[config.mk]
export PLATFORM = sky130hd
export DESIGN_NAME = triangle_feeder
export DESIGN_NICKNAME = d
export VERILOG_FILES = /design/src/rtl/triangle_feeder.sv
export SDC_FILE = /design/constraint.sdc
export NUM_CORES = 1
export LEC_CHECK = 0
export BUFFER_PORTS_ARGS = -buffer_cell sky130_fd_sc_hd__buf_2
export CAP_MARGIN = 20
export CORE_UTILIZATION = 30
export DETAILED_ROUTE_END_ITERATION = 6
export PLACE_DENSITY_LB_ADDON = 0.25
export SLEW_MARGIN = 30
export SYNTH_ARGS = -nofsm -noshare
export SYNTH_HDL_FRONTEND = slang
export SYNTH_SLANG_ARGS = --single-unit
[constraint.sdc]
create_clock -name clk_in -period 1.5 [get_ports clk_in]
set_input_delay 0.225 -clock clk_in [delete_from_list [all_inputs] [get_ports clk_in]]
set_output_delay 0.225 -clock clk_in [all_outputs]
set_load 0.02 [all_outputs]
[src/rtl/triangle_feeder.sv]
// ============================================================================
// triangle_feeder: walks the index ROM, gathers three vertices per triangle and
// offers them to the rasterizer with a valid/ready handshake.
// Optional feature macro: BACKFACE_CULL_EN (drop triangles with area <= 0).
// Revision: 1.0
// ============================================================================
`default_nettype none

module triangle_feeder #(
  parameter int NUM_TRIS    = 12,
  parameter int MEM_LATENCY = 2
) (
  input  logic            clk_in,
  input  logic            rst_n_in,
  input  logic            new_frame,
  input  logic            tri_ready,
  output logic [8:0]      idx_addr,
  input  logic [26:0]     idx_data,
  output logic [8:0]      vtx_addr,
  input  logic [26:0]     vtx_data,
  output logic [2:0][8:0] vert1,
  output logic [2:0][8:0] vert2,
  output logic [2:0][8:0] vert3,
  output logic            valid_tri,
  output logic            obj_done,
  output logic            busy
);

  localparam int            CW   = $clog2(NUM_TRIS) + 1;
  localparam logic [CW-1:0] LAST = CW'(NUM_TRIS - 1);
  // Step on which the first ROM word of a request is sampled.
  localparam logic [2:0]    S_RD = 3'(MEM_LATENCY - 1);

  typedef enum logic [2:0] {
    IDLE      = 3'd0,
    FETCH_IDX = 3'd1,
    FETCH_VTX = 3'd2,
    PRESENT   = 3'd3,
    DONE      = 3'd4
  } state_t;

  state_t          state_q, state_d;
  logic            start_q, start_d;
  logic [2:0]      step_q, step_d;
  logic [CW-1:0]   cnt_q, cnt_d;
  logic [8:0]      idx_addr_q, idx_addr_d;
  logic [8:0]      vtx_addr_q, vtx_addr_d;
  logic [17:0]     idx_q, idx_d;
  logic [2:0][8:0] vert1_q, vert1_d, vert2_q, vert2_d, vert3_q, vert3_d;
  logic            valid_q, valid_d;
  logic            advance;

`ifdef BACKFACE_CULL_EN
  logic signed [19:0] area_q, area_d;
  logic signed [9:0]  dx21, dy31, dy21, dx31;

  assign dx21 = $signed({1'b0, vert2_q[2]}) - $signed({1'b0, vert1_q[2]});
  assign dy31 = $signed({1'b0, vert3_q[1]}) - $signed({1'b0, vert1_q[1]});
  assign dy21 = $signed({1'b0, vert2_q[1]}) - $signed({1'b0, vert1_q[1]});
  assign dx31 = $signed({1'b0, vert3_q[2]}) - $signed({1'b0, vert1_q[2]});
  assign area_d = 20'(dx21) * 20'(dy31) - 20'(dy21) * 20'(dx31);
`endif

  always_comb begin
    state_d    = state_q;
    start_d    = 1'b0;
    step_d     = step_q;
    cnt_d      = cnt_q;
    idx_addr_d = idx_addr_q;
    vtx_addr_d = vtx_addr_q;
    idx_d      = idx_q;
    vert1_d    = vert1_q;
    vert2_d    = vert2_q;
    vert3_d    = vert3_q;
    valid_d    = valid_q;
    advance    = 1'b0;

    case (state_q)
      IDLE: begin
        if (start_q) begin
          state_d    = FETCH_IDX;
          cnt_d      = '0;
          idx_addr_d = '0;
          step_d     = '0;
        end else begin
          start_d = new_frame;
        end
      end
      FETCH_IDX: begin
        step_d = step_q + 3'd1;
        if (step_q == S_RD) begin
          idx_d      = idx_data[26:9];
          vtx_addr_d = idx_data[8:0];
          step_d     = '0;
          state_d    = FETCH_VTX;
        end
      end
      FETCH_VTX: begin
        // Vertex addresses go out back to back; data returns S_RD steps later.
        step_d = step_q + 3'd1;
        if (step_q == 3'd0) vtx_addr_d = idx_q[8:0];
        if (step_q == 3'd1) vtx_addr_d = idx_q[17:9];
        if (step_q == S_RD)        vert1_d = vtx_data;
        if (step_q == S_RD + 3'd1) vert2_d = vtx_data;
        if (step_q == S_RD + 3'd2) vert3_d = vtx_data;
`ifdef BACKFACE_CULL_EN
        if (step_q == S_RD + 3'd4) begin
          if (area_q > 20'sd0) begin
            valid_d = 1'b1;
            state_d = PRESENT;
          end else begin
            advance = 1'b1;
          end
        end
`else
        if (step_q == S_RD + 3'd3) begin
          valid_d = 1'b1;
          state_d = PRESENT;
        end
`endif
      end
      PRESENT: begin
        if (tri_ready) begin
          valid_d = 1'b0;
          advance = 1'b1;
        end
      end
      DONE:    state_d = IDLE;
      default: state_d = IDLE;
    endcase

    if (advance) begin
      if (cnt_q == LAST) begin
        state_d = DONE;
      end else begin
        cnt_d      = cnt_q + 1'b1;
        idx_addr_d = 9'(cnt_q + 1'b1);
        step_d     = '0;
        state_d    = FETCH_IDX;
      end
    end
  end

  always_ff @(posedge clk_in or negedge rst_n_in) begin
    if (!rst_n_in) begin
      state_q    <= IDLE;
      start_q    <= 1'b0;
      step_q     <= '0;
      cnt_q      <= '0;
      idx_addr_q <= '0;
      vtx_addr_q <= '0;
      idx_q      <= '0;
      vert1_q    <= '0;
      vert2_q    <= '0;
      vert3_q    <= '0;
      valid_q    <= 1'b0;
`ifdef BACKFACE_CULL_EN
      area_q     <= '0;
`endif
    end else begin
      state_q    <= state_d;
      start_q    <= start_d;
      step_q     <= step_d;
      cnt_q      <= cnt_d;
      idx_addr_q <= idx_addr_d;
      vtx_addr_q <= vtx_addr_d;
      idx_q      <= idx_d;
      vert1_q    <= vert1_d;
      vert2_q    <= vert2_d;
      vert3_q    <= vert3_d;
      valid_q    <= valid_d;
`ifdef BACKFACE_CULL_EN
      area_q     <= area_d;
`endif
    end
  end

  assign idx_addr  = idx_addr_q;
  assign vtx_addr  = vtx_addr_q;
  assign vert1     = vert1_q;
  assign vert2     = vert2_q;
  assign vert3     = vert3_q;
  assign valid_tri = valid_q;
  assign obj_done  = (state_q == DONE);
  assign busy      = (state_q != IDLE);

endmodule

`default_nettype wire

==> impl_metrics.yaml <==
global_routing:
  grt_pass1_vias: 4009
  grt_pass1_wl_mm: 20.6
  overflow: 0
  track_usage: 0.144
  grt_max_degree: 84
  antenna_found_initial: 0
timing:
  finalCritPeriodShare: 1.09
  clock_skew_ns: 0.00679
  rsz0062_at_grt: "true"
  slew-limit-headroom: 0.635
  period_needed_ns: 1.63
  drv_slew: 0
  final-setup-viol-count: 100
  worstMarginPinSlew_ns: 0.543
  hold_slack_ns: 0.0510
  timing.fmax_ghz: 0.613
  hold_viol_final: 0
  worst_slack_ns: -0.132
setup_path:
  critPathMaxStageDelay_ns: 0.38
  rr_worst_depth: 6
  reg2reg_to: "vert3[14]"
  r2r_slack_ns: -0.13
  crit_family: "simple AND/OR/NAND/NOR gates"
  cp_max_fo: 8
  crit_slowest_cell: "dfrtp_1"
  crit_path_end_kind: "register"
  path_common_cell: "nor2b_4"
  startpoint_type: "register"
  endpoint: "vert3[14]"
  path_buf_inv: 2
  worstPathArrival_ns: 1.92
  cp.depth: 6
  crit_required_ns: 1.78
  crit_type: "reg2reg"
  crit_start: "state_q[0]"
  regToRegStartpoint: "state_q[0]"
  crit_chain: "buf_6 -> nor2b_4 -> nor2b_4 -> and2_4 -> buf_12 -> mux2_4"
yosys:
  yosysSeqAreaShare: 0.593
  netlist_instances: 387
  netlist_area_mm2: 0.00549
  synth_edf_count: 0
  synth_fp_nets: 451
  syn_avg_cell_area_um2: 14.2
  yosys_register_bits: 130
  synthArstFlopShare: 1.00
  yosys_warnings: 0
  synth_flop_cell: "dfrtp_1"
  synthDistinctLibCells: 48
floorplanning:
  die_area_mm2: 0.0188
  die_w_um: 137
  io_pins: 160
  die_h_um: 137
  start_util: 0.305
  core_mm2: 0.0180
  num_rows: 49
placement:
  port-buffer-count: 159
  hpwl_mm: 9.03
  routabilityCongestion: 0.752
  pre_cts_ws_ns: -0.144
power:
  power_mw: 18.8
  peakVddDrop_v: 0.00105
  p_per_area_mw_per_mm2: 2340
  p_leak_nw: 3.84
layout:
  syn_to_final_growth_pct: 45.9
  utilization: 0.446
  multi_input_area_mm2: 0.00231
  antennaDiodeCount: 0
  final_net_count: 676
  seqCellArea_mm2: 0.00326
  fillers: 1637
  drive_gt1_frac: 0.622
run_status:
  status: "finished, violations left"
  violations: "negative setup slack"
cts:
  clock_sinks: 130
  cts_buffer_depth: 2
  cts.htree.levels: 4
  clk_pin_slew_ns: 0.06
  tritoncts: "done"
  clkLatencyLatePin_ns: 0.41
  root_buffer: "clkbuf_16"
  cts_made_buffers: 17
detailed_routing:
  post_drt_wl_per_cell_um: 15.4
  antenna_left: 0
  dr_total_vias: 3906
  routed_wl_mm: 13.2
  via_per_inst: 4.57
  firstDrtPassIters: 4
  drc: 0
  drt-initial-drc-count: 131
run:
  drv_cap: 0
min_path:
  hold_class: "in2reg"
  whs_path_depth: 2
[repair_timing]
action | CTS | global route
endpoints found under the setup margin | 115 | 126
gates resized for setup | 44 | 18
buffers inserted | 10 | 7
pin swaps | 4 | 12
hold buffers | 1 | 0
endpoints found under the hold margin | 130 | 0
cloned | 2 | 1
[layer usage]
| layer | vias to the layer above | global-route usage | routed length, µm |
|---|---|---|---|
| met1 | 1958 | 0.183 | 5890 |
| met5 | - | 0 | 0 |
| met4 | 0 | 0.0525 | 112 |
| met3 | 9 | 0.0456 | 691 |
| li1 | 1831 | - | - |
| met2 | 108 | 0.230 | 6460 |
[synth_stat cells (2+ instances only)]
library cell,number,area (µm²)
or3_1,2,12.5
dfrtp_1,130,3250
a2bb2oi_1,2,17.5
buf_6,2,22.5
nand3_4,3,52.6
mux2_1,5,56.3
buf_12,2,40.0
clkbuf_1,7,26.3
buf_2,7,35.0
nand3_1,3,15.0
nor2_1,16,60.1
nand2_1,31,116
a21oi_1,5,25.0
a22o_1,2,17.5
mux2_4,20,300
a211oi_1,3,22.5
a22oi_1,2,15.0
inv_1,4,15.0
nor3b_1,2,15.0
o21ai_0,8,40.0
ha_1,6,75.1
o31ai_1,2,15.0
nor2b_1,3,18.8
mux2_2,84,946
a31oi_1,9,56.3
and2_1,5,31.3
[logic make-up after synthesis]
family          count (synthesis)  synth area share
compound gates                 39            0.0486
xor+xnor                        2           0.00319
fa+ha+maj                       6            0.0137
buf+inv                        24            0.0274
flops                         130             0.593
mux                           110             0.239
simple gates                   76            0.0752
[sequential cells by signal, indices dropped and copies added (netlist names)]
signal,cells
state_q,3
vert2,27
vert3,27
idx_q,18
idx_addr,9
valid_tri,1
start_q,1
cnt_q,5
vtx_addr,9
step_q,3
vert1,27
[power by group]
part | internal (mW) | switching [mW]
sequential | 5.19 | 0.890
clock | 2.91 | 1.47
combinational | 4.12 | 4.19
total | 12.2 | 6.55
[worst reg2reg max path: stages, from the launching register on]
cell	delay, ns
dfrtp_1	0.38
buf_6	0.13
nor2b_4	0.11
nor2b_4	0.17
and2_4	0.25
buf_12	0.17
mux2_4	0.31
[final cells by class]
type                       instances  area share
clock buffer                      23      0.0597
multi-input combinational        234       0.288
tap                              229      0.0358
inverter                           4     0.00187
sequential                       130       0.406
timing repair buffer             225       0.189
clock inverter                     9      0.0191
[stage by stage]
step,area [µm²],setup TNS [ns],cells
finish,8010,-7.06,854
global route,8010,-13.69,854
CTS,7890,-7.22,846
detailed placement,6940,-6.32,801
global placement,6940,-3.63,801
floorplan,5540,-2.91,387
[worst min path at each step]
stage                endpoint         start  slack [ns]
CTS                 idx_q[12]  idx_data[21]        0.02
detailed placement   vert1[6]      rst_n_in        0.24
finish               idx_q[0]   idx_data[9]        0.05
global placement     vert1[6]      rst_n_in        0.24
global route         idx_q[0]   idx_data[9]        0.02
floorplan            cnt_q[0]      rst_n_in       -0.07
[placed cells by master (no fill, tap or decap), types with 5 or more instances in the layout]
master       n
nand2_1     30
mux2_4      45
mux2_1       5
dfrtp_1    128
mux2_2      59
nor2_1      16
a31oi_1      9
buf_6        8
buf_4       45
buf_12      11
clkbuf_16   17
buf_2      157
No activity file was read; power rests on OpenSTA's default activity.
